## config.mk

```make
export PLATFORM = sky130hd
export DESIGN_NAME = encoder_8_3
export DESIGN_NICKNAME = d
export VERILOG_FILES = /design/src/rtl/encoder_8_3.sv
export SDC_FILE = /design/constraint.sdc
export NUM_CORES = 1
export LEC_CHECK = 0
export BUFFER_PORTS_ARGS = -buffer_cell sky130_fd_sc_hd__buf_2
export CORE_AREA = 2 2 39 41
export DETAILED_ROUTE_END_ITERATION = 16
export DIE_AREA = 0 0 41 43
export PLACE_DENSITY_LB_ADDON = 0.1
export SKIP_CTS_REPAIR_TIMING = 1
export SLEW_MARGIN = 20
export SYNTH_ARGS = -nofsm -noshare
export SYNTH_HDL_FRONTEND = slang
export SYNTH_SLANG_ARGS = --single-unit
```

## constraint.sdc

```tcl
create_clock -name clk -period 0.87 [get_ports clk]
set_input_delay 0.1305 -clock clk [delete_from_list [all_inputs] [get_ports clk]]
set_output_delay 0.1305 -clock clk [all_outputs]
set_load 0.005 [all_outputs]
```

## src/rtl/encoder_8_3.sv

```systemverilog
// Registered 8-to-3 priority encoder with valid and multi-hot flags.
// Outputs come straight from flops; reset release is synchronized to clk.
module encoder_8_3 #(
  parameter bit MSB_PRIORITY = 1'b1
) (
  input  logic       clk,
  input  logic       rst_n,
  input  logic [7:0] a,
  output logic [2:0] y,
  output logic       valid,
  output logic       multi
);

  typedef struct packed {
    logic [2:0] y;
    logic       valid;
    logic       multi;
  } enc_rsp_t;

  logic [1:0] rst_sync;
  enc_rsp_t   rsp_d, rsp_q;

  // Assert asynchronously, release two edges later.
  always_ff @(posedge clk or negedge rst_n) begin
    if (!rst_n) rst_sync <= 2'b00;
    else        rst_sync <= {rst_sync[0], 1'b1};
  end

  always_comb begin
    rsp_d       = '0;
    rsp_d.valid = |a;
    rsp_d.multi = (|a) & (|(a & (a - 8'd1)));
    // Later loop iterations overwrite earlier ones, so scan order sets priority.
    if (MSB_PRIORITY) begin
      for (int i = 0; i < 8; i++)
        if (a[i]) rsp_d.y = 3'(i);
    end else begin
      for (int i = 7; i >= 0; i--)
        if (a[i]) rsp_d.y = 3'(i);
    end
  end

  always_ff @(posedge clk or negedge rst_n) begin
    if (!rst_n)            rsp_q <= '0;
    else if (!rst_sync[1]) rsp_q <= '0;
    else                   rsp_q <= rsp_d;
  end

  assign y     = rsp_q.y;
  assign valid = rsp_q.valid;
  assign multi = rsp_q.multi;

endmodule

```

Yosys cells after proc, flatten, opt, wreduce, memory -nomap -nowiden. Index checks and enable logic that the tools add are counted.

Add/sub/neg operators: 1. Multiplexer cells: 8. Bitwise gates (word level): 2. Reduce and logical (&&, ||, !) cells: 2.

Operators by type and width (count): OR reduction 8 bit (2); two-way mux 3 bit (5); bitwise AND 8 bit (1); subtractor 8 x 1 -> 8 bit (second input constant) (1); two-way mux 5 bit (1); two-way mux 2 bit (1); bitwise AND 1 bit (1); two-way mux 1 bit (1).

Bits in registers: 7. Input port bits: 10. Output and inout port bits: 5. Word-level logic and storage cells: 17.

Depth between registers and ports, before layout. Gate-level depths: netlist of run 1.

Word-level depth: 8. Mapped depth: 4. Gate-level depth less buffers: 4.

Least setup slack after synthesis of run 1. OpenSTA, ideal clock, no wires.

Path type: input port to flip-flop. Start point: input port a[3]. End point: register rsp_q, in the netlist multi. Library setup time: 119 ps. Arrival time: 1454 ps. Data required time: 751 ps. Slack: -702 ps. Stages on the path: 4. Path buffers: 0. Path through: or4_4 -> or3_4 -> maj3_2 -> o21a_1.

Word-level cells in the longest chain between the ends: 5. Elaborated cells between the ends (all ways): 6. Classes of those cells: add/sub (1); mux (1); bitwise (2); reduce/logical (2).

Ends and longest elaborated chain: from (decl) (line 8) `input logic [7:0] a,`; subtractor 8 x 1 -> 8 bit (line 32) `rsp_d.multi = (|a) & (|(a & (a - 8'd1)));`; bitwise AND 8 bit (line 32); OR reduction 8 bit (line 32); bitwise AND 1 bit (*) (line 32); two-way mux 5 bit (*) (line 45) `else if (!rst_sync[1]) rsp_q <= '0;`; to (signal assigned) (line 46) `else rsp_q <= rsp_d;`; to (decl) (line 21) `enc_rsp_t rsp_d, rsp_q;`.

Every way passes the cells marked *; elsewhere a longest branch is shown, timed or not.

Worst setup path in the final report of run 1. Ends and elaborated chain as after synthesis.

==> key figures, run 1 <==
Finish
  – Final non-filler cell area: 508 sq um
  – Net count, final: 62
  – P&R area growth vs syn: 53.8%
  – Layout cell share with drive strength beyond 1: 52.9%
  – Number of standard cells in the layout, taps in and fillers out: 67
  – Fill cell instance count of the final layout: 153
  – Antenna diode instance count: 0
  – Post-Route Utilization: 36.7%

Clock network
  – Clock latency reported for the late side of the worst-skew pair: 0.24 ns
  – Total number of H-tree levels: 1
  – Clock tree from TritonCTS: done
  – Number of buffers created by CTS: 3
  – Clock transition at path regs: 0.05 ns
  – Library cell used as clock root buffer: sky130_fd_sc_hd__clkbuf_4
  – Clock sink total: 7
  – Max Buffers Root-to-Sink: 2

Hold path
  – Hold/Removal Path Class: in -> reg

Timing
  – Setup WS post-layout: -0.603 ns
  – RSZ-0062 raised after global routing: yes
  – Pins Over Slew Limit: 0
  – Peak clock frequency supported by timing: 679 MHz
  – Setup total negative slack: -1.05 ns
  – Worst-case hold slack: 0.191 ns
  – Minimum clock period: 1.47 ns
  – Final clock period utilization by the worst path: 169%
  – Largest clock skew in the final design: 0.00104 ns
  – Final setup vio count: 2
  – Final Hold Fails: 0

Power
  – Highest ir drop seen on vdd: 0.712 mV
  – Post-layout total power: 0.765 mW
  – P per Cell Area: 1510 nW/um^2
  – Part of the power in combinational logic: 16.7%
  – Switch share: 22.4%
  – Sequential power share: 45.9%
  – Reported net switching power: 0.172 mW
  – Clock Power Share: 37.3%
  – Cell-internal power: 0.593 mW
  – Leak pwr: 0.242 nW

Detailed routing
  – Final ANT Viol Nets: 0
  – First-pass DRT Iterations: 1
  – Count of unresolved DRC violations after routing: 0
  – Detail-routed net length per standard cell: 10.9 um
  – DRT iter0 DRCs: 0
  – Via count of the routed design: 296
  – Via density per instance: 4.42
  – Final wirelength: 727 um

Global route
  – Total overflow reported by the global router: 0
  – Wire length of the first global-routing pass: 1210 um
  – Via count of the first global-routing pass: 282
  – Maximum number of pins on one net before global-route repair: 8
  – Number of antenna violations at the first check in global routing: 0
  – Global router's overall resource usage: 10.6%

Floorplanning
  – Chip Width: 41 um
  – Floorplan Core Area: 1380 sq um
  – Overall die area: 1760 sq um
  – Starting Density: 23.9%
  – Total I/O pin count: 15
  – Std cell rows: 14
  – Die Span Y: 43 um

Worst setup path
  – Maximum fanout along the worst path: 2
  – Required @ worst endpoint: 1.00 ns
  – WP data arrival: 1.61 ns
  – Worst setup SP type: primary input
  – Kind of end point of the critical path: register
  – Category of the critical setup timing path: in -> reg

Placed design
  – Final estimated routing congestion in global placement: 0.656
  – Post-placement setup slack: -0.864 ns
  – Number of port buffers: 14
  – Hpwl dp: 626 um
  – Total instance count after detailed placement: 62
  – DP Area: 458 sq um

Yosys
  – Distinct cell type count after synthesis: 19
  – Cell area after synthesis: 330 sq um
  – Mean area per synthesized cell: 12.2 sq um
  – Synth Warn #: 0
  – Synthesized netlist net count: 37
  – Gate count after technology mapping: 27
  – Number of register bits inferred by synthesis: 7
  – Seq/Total Area, Yosys: 53.0%

Run
  – Max-capacitance violation count: 0

Status
  – Violations in the final reports: setup timing
  – Outcome: finished with violations
==> state kept, by name, summed over array words and instances, names as in the netlist <==
register	flops
multi	1
rst_sync	2
valid	1
y	3
==> power groups by stage <==
stage	logic, mW	registers (mW)	clock network, mW
after detailed placement	0.121	0.356	0
final	0.128	0.351	0.286
after CTS	0.121	0.351	0.307
after floorplan	0.0393	0.359	0
after global routing	0.142	0.352	0.336
after global placement	0.118	0.356	0
==> cell usage in the layout, fill, tap and decap left out, drive strengths merged <==
master,n
o21bai,1
conb,1
inv,1
o41a,1
a21oi,2
clkbuf,4
or2,1
nor3b,1
or4,1
or3,2
buf,19
maj3,2
nor2b,1
dfrtp,7
a2bb2oi,1
o21a,2
dlygate4sd3,1
o31a,2
o21ai,1
==> routing by layer <==
layer	up-vias	share of wire, %	track usage [%]	wire (um)
li1	149	-	-	-
met1	141	37	12.6	267
met2	6	58	15.3	419
met3	0	5.5	3.14	40
met4	0	0	8.00	0
met5	-	0	0	0
==> worst max-delay path, cell delays in order <==
cell and delay, ns:
sky130_fd_sc_hd__buf_6 0.09, sky130_fd_sc_hd__or4_4 0.53, sky130_fd_sc_hd__or3_4 0.35, sky130_fd_sc_hd__maj3_2 0.31, sky130_fd_sc_hd__o21a_1 0.19
==> Yosys cell counts <==
| library cell | count | area, sq um |
|---|---|---|
| sky130_fd_sc_hd__or3_2 | 1 | 7.51 |
| sky130_fd_sc_hd__or4_4 | 1 | 11.3 |
| sky130_fd_sc_hd__inv_1 | 1 | 3.75 |
| sky130_fd_sc_hd__o21bai_1 | 1 | 7.51 |
| sky130_fd_sc_hd__nor3b_1 | 1 | 7.51 |
| sky130_fd_sc_hd__maj3_1 | 1 | 10.0 |
| sky130_fd_sc_hd__a2bb2oi_1 | 1 | 8.76 |
| sky130_fd_sc_hd__or3_4 | 1 | 11.3 |
| sky130_fd_sc_hd__o41a_1 | 1 | 11.3 |
| sky130_fd_sc_hd__o21ai_0 | 1 | 5.00 |
| sky130_fd_sc_hd__dfrtp_1 | 7 | 175 |
| sky130_fd_sc_hd__conb_1 | 1 | 3.75 |
| sky130_fd_sc_hd__o31a_1 | 1 | 8.76 |
| sky130_fd_sc_hd__or2_1 | 1 | 6.26 |
| sky130_fd_sc_hd__nor2b_1 | 1 | 6.26 |
| sky130_fd_sc_hd__o21a_1 | 2 | 15.0 |
| sky130_fd_sc_hd__a21oi_1 | 2 | 10.0 |
| sky130_fd_sc_hd__o31a_2 | 1 | 10.0 |
| sky130_fd_sc_hd__maj3_2 | 1 | 11.3 |
==> kinds of logic (layout without fill, tap and decap cells) <==
kind of cell    Yosys count  count (layout)  share of synthesized area [%]
simple gates              6               6                           15.2
buf+inv                   1              25                           1.14
flops                     7               7                           53.0
fa+ha+maj                 2               2                           6.44
compound gates           10              10                           23.1
other cells               1               1                           1.14
==> final cells by class <==
type / instances / area [sq um] / area share, %
Clock buffer: 4 / 26.3 / 5.17
Tap cell: 16 / 20.0 / 3.94
Multi-Input combinational cell: 19 / 159 / 31.3
Inverter: 1 / 3.75 / 0.739
Sequential cell: 7 / 175 / 34.5
Timing Repair Buffer: 20 / 124 / 24.4
==> worst paths after layout <==
check	startpoint	to	slack [ns]	cells past startpoint
worst max-delay path	a[3]	multi	-0.60	5
worst min-delay path	a[7]	valid	0.19	2
worst max register to register	rst_sync[1]	multi	0.11	2
worst min register to register	rst_sync[0]	rst_sync[1]	0.35	0
max in group asynchronous	rst_n	y[2]	0.47	2
min in group asynchronous	rst_n	multi	0.25	2
No activity file was read; power rests on OpenSTA's default activity.
==> inputs of run 2 (changes only) <==
--- a/config.mk
+++ b/config.mk
@@ -5,6 +5,7 @@
 export SDC_FILE = /design/constraint.sdc
 export NUM_CORES = 1
 export LEC_CHECK = 0
+export ABC_AREA = 1
 export BUFFER_PORTS_ARGS = -buffer_cell sky130_fd_sc_hd__buf_2
 export CORE_AREA = 2 2 39 41
 export DETAILED_ROUTE_END_ITERATION = 16
==> constraint.sdc (replaced) <==
create_clock -name clk -period 0.87 [get_ports clk]
set_input_delay 0.1305 -clock clk [delete_from_list [all_inputs] [get_ports clk]]
set_output_delay 0.1305 -clock clk [all_outputs]
set_load 0.1 [all_outputs]
==> run 2 against run 1 <==
The run still ends with setup timing left. Flip-flop and latch count unchanged. Non-clock buffer count decreased by 4. Global-route usage decreased by 1.3 points. Synthesized area increased by 4.9%. Via count increased by 6.8%. First-iteration DRC count increased by 4. Worst hold slack got worse by 0.053 ns. Highest routed layer unchanged. Clock-buffer cell count unchanged. Sequential share of layout area decreased by 2.2 points.
==> key figures, run 2 <==
Status
  – Outcome: finished with violations
  – Violations in the final reports: setup timing

Finish
  – Number of standard cells in the layout, taps in and fillers out: 82 (+22%)
  – P&R area growth vs syn: 62.1%
  – Antenna diode instance count: 0 (unchanged)
  – Max reg flops: 3 (unchanged)
  – Final non-filler cell area: 562 sq um (+11%)
  – Layout cell share with drive strength beyond 1: 42.4% (-11 points)
  – Net count, final: 77 (+24%)
  – Leading cell types in the layout, fill and taps excluded: sky130_fd_sc_hd__nand2_1 (13), sky130_fd_sc_hd__inv_1 (9), sky130_fd_sc_hd__buf_2 (9)
  – Commonest non-fill, non-tap cell in the layout: sky130_fd_sc_hd__nand2_1

Clock network
  – Number of buffers created by CTS: 3 (unchanged)
  – Library cell used as clock root buffer: sky130_fd_sc_hd__clkbuf_4
  – Clock transition at path regs: 0.05 ns (about the same)
  – Clock tree from TritonCTS: done
  – Total number of H-tree levels: 1 (unchanged)
  – Max Buffers Root-to-Sink: 2 (unchanged)
  – Clock latency reported for the late side of the worst-skew pair: 0.24 ns (about the same)
  – Clock sink total: 7 (unchanged)

Hold path
  – Hold_sp: a[7]
  – Number of cells on the worst hold path: 3 (+1)
  – Endpoint with the worst hold slack: y[0]
  – Hold/Removal Path Class: in -> reg

Yosys
  – Number of flops mapped to enable cells by yosys: 0 (unchanged)
  – Number of register bits inferred by synthesis: 7 (unchanged)
  – Synth Warn #: 0 (unchanged)
  – Biggest area consumer among synthesized cells: sky130_fd_sc_hd__dfrtp_1
  – Most used DFF post-synth: sky130_fd_sc_hd__dfrtp_1
  – Most used standard cell by instance count after synthesis: sky130_fd_sc_hd__nand2_1
  – Mean area per synthesized cell: 7.53 sq um (-38%)
  – Seq/Total Area, Yosys: 50.5% (-2.5 points)
  – Distinct cell type count after synthesis: 13 (-6)
  – Post-synthesis async set-or-reset flop share: 100% (unchanged)
  – Gate count after technology mapping: 46 (+70%)
  – Portion of synthesized cell area occupied by the leading cell type: 50.5% (-2.5 points)
  – Synthesized netlist net count: 56 (+51%)
  – Largest cells by area after synthesis: sky130_fd_sc_hd__dfrtp_1 (51%), sky130_fd_sc_hd__nand2_1 (14%), sky130_fd_sc_hd__inv_1 (9.7%)
  – Most used standard cells in the synthesized netlist: sky130_fd_sc_hd__nand2_1 (13), sky130_fd_sc_hd__inv_1 (9), sky130_fd_sc_hd__dfrtp_1 (7)
  – Cell area after synthesis: 347 sq um (+4.9%)

Worst setup path
  – Worst setup SP type: register
  – Top delay family on crit path: flip-flops
  – Required @ worst endpoint: 0.74 ns (-0.26 ns)
  – WP data arrival: 0.82 ns (-0.79 ns)
  – Critical path's largest stage delay: 0.41 ns (-0.12 ns)
  – Kind of end point of the critical path: output port
  – Cell count of the worst reg-to-reg path: 2 (unchanged)
  – Endpoint of the worst register-to-register path: valid
  – Maximum fanout along the worst path: 1 (-1)
  – Max stage delay cell, worst path: sky130_fd_sc_hd__dfrtp_2
  – Crit path buffers/inverters: 1 (unchanged)
  – Category of the critical setup timing path: reg -> out
  – Chain of cells forming the critical path: buf_12
  – Startpoint of the most critical register-to-register path: rst_sync[1]
  – Reg-to-reg slack, setup: 0.21 ns (+0.10 ns)

Detailed routing
  – Final ANT Viol Nets: 0 (unchanged)
  – First-pass DRT Iterations: 4 (+3)
  – Via count of the routed design: 316 (+6.8%)
  – Via density per instance: 3.85 (-13%)
  – DRT iter0 DRCs: 4 (+4)
  – Final wirelength: 583 um (-20%)
  – Count of unresolved DRC violations after routing: 0 (unchanged)
  – Detail-routed net length per standard cell: 7.11 um (-34%)

Timing
  – Pins Over Slew Limit: 0 (unchanged)
  – Setup WS post-layout: -0.0775 ns (+0.526 ns)
  – Minimum clock period: 0.947 ns (-0.526 ns)
  – Final Hold Fails: 0 (unchanged)
  – Largest clock skew in the final design: 0.000358 ns (-0.000686 ns)
  – Final clock period utilization by the worst path: 109% (-60 points)
  – Peak clock frequency supported by timing: 1060 MHz (+55%)
  – RSZ-0062 raised after global routing: yes
  – Final setup vio count: 5 (+3)

Placed design
  – Hpwl dp: 507 um (-19%)
  – Final estimated routing congestion in global placement: 0.713 (+8.6%)
  – DP Area: 526 sq um (+15%)
  – Total instance count after detailed placement: 77 (+24%)
  – Number of port buffers: 14 (unchanged)
  – Post-placement setup slack: 0.0327 ns (+0.897 ns)

Global route
  – Global router's overall resource usage: 9.30% (-1.3 points)
  – Maximum number of pins on one net before global-route repair: 8 (unchanged)
  – Total overflow reported by the global router: 0 (unchanged)
  – Number of antenna violations at the first check in global routing: 0 (unchanged)
  – Via count of the first global-routing pass: 270 (-4.3%)
  – Wire length of the first global-routing pass: 1050 um (-14%)

Floorplanning
  – Overall die area: 1760 sq um (unchanged)
  – Std cell rows: 14 (unchanged)
  – Floorplan Core Area: 1380 sq um (unchanged)
  – Starting Density: 25.0% (+1.2 points)
  – Total I/O pin count: 15 (unchanged)
  – Chip Width: 41 um (unchanged)
  – Die Span Y: 43 um (unchanged)

Power
  – P per Cell Area: 1620 nW/um^2 (+7.3%)
  – Leak pwr: 0.293 nW (+21%)
  – Highest ir drop seen on vdd: 0.382 mV (-46%)

Run
  – Max-capacitance violation count: 0 (unchanged)
==> run 2: cell count changes in the layout (fill, tap and decap cells not counted), sizes merged, moves of 2 or more <==
cell	previous run	this run
o21a	2	0
o31a	2	0
a21oi	2	4
or3	2	0
inv	1	10
nand2	0	14
o21ai	1	3
buf	19	15
nor2	0	6
maj3	2	0
==> run 2: cells by family after synthesis <==
logic type,count (synthesis),share of synthesized area (%)
AO/OA/AOI/OAI,7,10.1
buffers and inverters,10,10.8
flip-flops,7,50.5
other,1,1.08
AND/OR/NAND/NOR,21,27.4
==> run 2: per-stage QoR <==
stage | util, % | hold slack (ns) | setup TNS, ns | power (mW)
floorplan | - | -0.165 | 0 | 0.512
global placement | 38.0 | -0.0304 | 0 | 0.630
detailed placement | 38.0 | -0.0364 | 0 | 0.630
CTS | 39.9 | -0.305 | -0.452 | 0.922
global route | 40.6 | 0.130 | -0.559 | 0.982
finish | 40.6 | 0.138 | -0.382 | 0.907
==> run 2: where the power goes <==
part	internal, mW	total, mW	leakage, nW	switching (mW)
clock	0.174	0.281	0.0150	0.107
combinational	0.0972	0.266	0.200	0.169
sequential	0.348	0.360	0.0777	0.0122
==> run 2: final cells by class <==
cell class	count	area [sq um]
Timing Repair Buffer	16	163
Inverter	10	37.5
Tap cell	16	20.0
Multi-Input combinational cell	29	134
Sequential cell	7	181
Fill cell	141	822
Clock buffer	4	26.3
==> run 2: worst max path at each step <==
stage | from | endpoint | slack, ns | depth (start not counted)
global placement | a[1] | multi | 0.04 | 7
finish | valid | valid | -0.08 | 1
global route | multi | multi | -0.12 | 1
floorplan | multi | multi | 0.09 | 0
CTS | y[1] | y[1] | -0.09 | 1
detailed placement | a[1] | multi | 0.03 | 7
==> run 2: layer usage <==
| layer | part of all wire [%] | GRT usage (%) |
|---|---|---|
| met1 | 45 | 11.2 |
| met5 | 0 | 0 |
| met3 | 8.1 | 3.14 |
| met4 | 0 | 10.0 |
| met2 | 47 | 11.6 |
==> inputs of run 3 (changes only) <==
--- a/config.mk
+++ b/config.mk
@@ -6,7 +6,7 @@
 export NUM_CORES = 1
 export LEC_CHECK = 0
 export ABC_AREA = 1
-export BUFFER_PORTS_ARGS = -buffer_cell sky130_fd_sc_hd__buf_2
+export BUFFER_PORTS_ARGS = -buffer_cell sky130_fd_sc_hd__buf_4
 export CORE_AREA = 2 2 39 41
 export DETAILED_ROUTE_END_ITERATION = 16
 export DIE_AREA = 0 0 41 43
==> run 3 against run 2 <==
First-iteration DRC count is 50% lower. Wire length grew 4.3%. The run still ends with setup timing left. Cell count unchanged.
==> key figures, run 3 (synthesis gave the netlist of run 2 again) <==
Status
  – Outcome: finished with violations
  – Violations in the final reports: setup timing

Detailed routing
  – Count of unresolved DRC violations after routing: 0 (unchanged)
  – Via count of the routed design: 316 (unchanged)
  – Final wirelength: 608 um (+4.3%)
  – Detail-routed net length per standard cell: 7.41 um (+4.3%)
  – First-pass DRT Iterations: 3 (-1)
  – Final ANT Viol Nets: 0 (unchanged)
  – DRT iter0 DRCs: 2 (-2)
  – Via density per instance: 3.85 (unchanged)

Timing
  – Minimum clock period: 0.947 ns (-0.000534 ns)
  – Peak clock frequency supported by timing: 1060 MHz (about the same)
  – Final clock period utilization by the worst path: 109% (about the same)
  – Largest clock skew in the final design: 0.00232 ns (+0.00196 ns)
  – Pins Over Slew Limit: 0 (unchanged)
  – Final Hold Fails: 0 (unchanged)
  – Worst-case hold slack: 0.147 ns (+0.00855 ns)
  – Final setup vio count: 5 (unchanged)
  – Setup total negative slack: -0.369 ns (+0.0126 ns)
  – RSZ-0062 raised after global routing: yes
  – Setup WS post-layout: -0.0770 ns (+0.000534 ns)

Worst setup path
  – Cell count of the worst reg-to-reg path: 2 (unchanged)
  – Instance count on the critical path: 1 (unchanged)
  – Top delay family on crit path: flip-flops
  – Startpoint of the most critical register-to-register path: rst_sync[1]
  – Launching element of the worst setup path: y[1]
  – Worst setup SP type: register
  – WP data arrival: 0.82 ns (about the same)
  – Critical path's largest stage delay: 0.41 ns (about the same)
  – Required @ worst endpoint: 0.74 ns (about the same)
  – Chain of cells forming the critical path: buf_12
  – Category of the critical setup timing path: reg -> out
  – Maximum fanout along the worst path: 1 (unchanged)
  – Crit path to: y[1]
  – Kind of end point of the critical path: output port
  – Endpoint of the worst register-to-register path: valid
  – Reg-to-reg slack, setup: 0.21 ns (about the same)
  – Crit path buffers/inverters: 1 (unchanged)
  – Max stage delay cell, worst path: sky130_fd_sc_hd__dfrtp_2

Global route
  – Maximum number of pins on one net before global-route repair: 8 (unchanged)
  – Wire length of the first global-routing pass: 1040 um (-1.2%)
  – Total overflow reported by the global router: 0 (unchanged)
  – Number of antenna violations at the first check in global routing: 0 (unchanged)
  – Global router's overall resource usage: 8.85% (-0.45 points)
  – Via count of the first global-routing pass: 293 (+8.5%)

Clock network
  – Clock tree from TritonCTS: done
  – Total number of H-tree levels: 1 (unchanged)
  – Clock latency reported for the late side of the worst-skew pair: 0.24 ns (about the same)
  – Clock sink total: 7 (unchanged)
  – Number of buffers created by CTS: 3 (unchanged)
  – Library cell used as clock root buffer: sky130_fd_sc_hd__clkbuf_4
  – Clock transition at path regs: 0.05 ns (about the same)
  – Max Buffers Root-to-Sink: 2 (unchanged)

Floorplanning
  – Chip Width: 41 um (unchanged)
  – Floorplan Core Area: 1380 sq um (unchanged)
  – Total I/O pin count: 15 (unchanged)
  – Overall die area: 1760 sq um (unchanged)
  – Die Span Y: 43 um (unchanged)
  – Starting Density: 25.0% (unchanged)
  – Std cell rows: 14 (unchanged)

Finish
  – Commonest non-fill, non-tap cell in the layout: sky130_fd_sc_hd__nand2_1
  – Post-Route Utilization: 41.9% (+1.3 points)
  – Layout cell share with drive strength beyond 1: 42.4% (unchanged)
  – Antenna diode instance count: 0 (unchanged)
  – Leading cell types in the layout, fill and taps excluded: sky130_fd_sc_hd__nand2_1 (13), sky130_fd_sc_hd__buf_4 (10), sky130_fd_sc_hd__inv_1 (9)
  – Max reg flops: 3 (unchanged)
  – Fill cell instance count of the final layout: 150 (+6.4%)
  – Area of the multi-input gates: 134 sq um (unchanged)
  – Register area: 181 sq um (unchanged)
  – P&R area growth vs syn: 67.1%
  – Net count, final: 77 (unchanged)

Power
  – P per Cell Area: 1570 nW/um^2 (-2.7%)
  – Highest ir drop seen on vdd: 0.346 mV (-9.6%)
  – Post-layout total power: 0.911 mW (+0.35%)
  – Leak pwr: 0.298 nW (+2.0%)

Hold path
  – Number of cells on the worst hold path: 3 (unchanged)
  – Hold/Removal Path Class: in -> reg

Placed design
  – Final estimated routing congestion in global placement: 0.721 (+1.2%)
  – Number of port buffers: 14 (unchanged)
  – Hpwl dp: 509 um (+0.36%)

Run
  – Max-capacitance violation count: 0 (unchanged)
run 3: cell types whose count changed in the layout (fill, tap and decap cells not counted):
cell,delta
sky130_fd_sc_hd__buf_2,-9
sky130_fd_sc_hd__buf_4,+9
sky130_fd_sc_hd__buf_12,-1
sky130_fd_sc_hd__buf_8,+1
run 3: where the power goes:
| group | leakage [nW] | switching [mW] | internal, mW |
|---|---|---|---|
| registers | 0.0777 | 0.0124 | 0.348 |
| logic | 0.206 | 0.169 | 0.106 |
| clock network | 0.0150 | 0.101 | 0.174 |
| total | 0.298 | 0.283 | 0.628 |
run 3: worst min-delay path by stage:
stage | start | end
after floorplan | rst_n | multi
after global placement | rst_n | rst_sync[1]
after detailed placement | rst_n | rst_sync[1]
after CTS | rst_n | y[2]
after global routing | a[7] | y[0]
final | a[7] | y[0]
run 3: cell type report:
class / count / area share [%]
Sequential cell: 7 / 31.3
Timing Repair Buffer: 16 / 31.1
Inverter: 10 / 6.48
Multi-Input combinational cell: 29 / 23.1
Tap cell: 16 / 3.46
Clock buffer: 4 / 4.54
run 3: metal layers:
metal	routed length, um	vias to the layer above	track usage [%]
met5	0	-	0
met4	0	0	8.00
met3	53	0	1.57
met2	290	13	12.5
met1	263	129	10.7
li1	-	174	-
run 3: through the flow:
stage	instance area [sq um]	setup WS [ns]	instances
finish	579	-0.0770	82
global route	579	-0.0979	82
CTS	512	-0.125	81
detailed placement	485	0.0282	77
global placement	485	0.0154	77
floorplan	353	0.0938	46
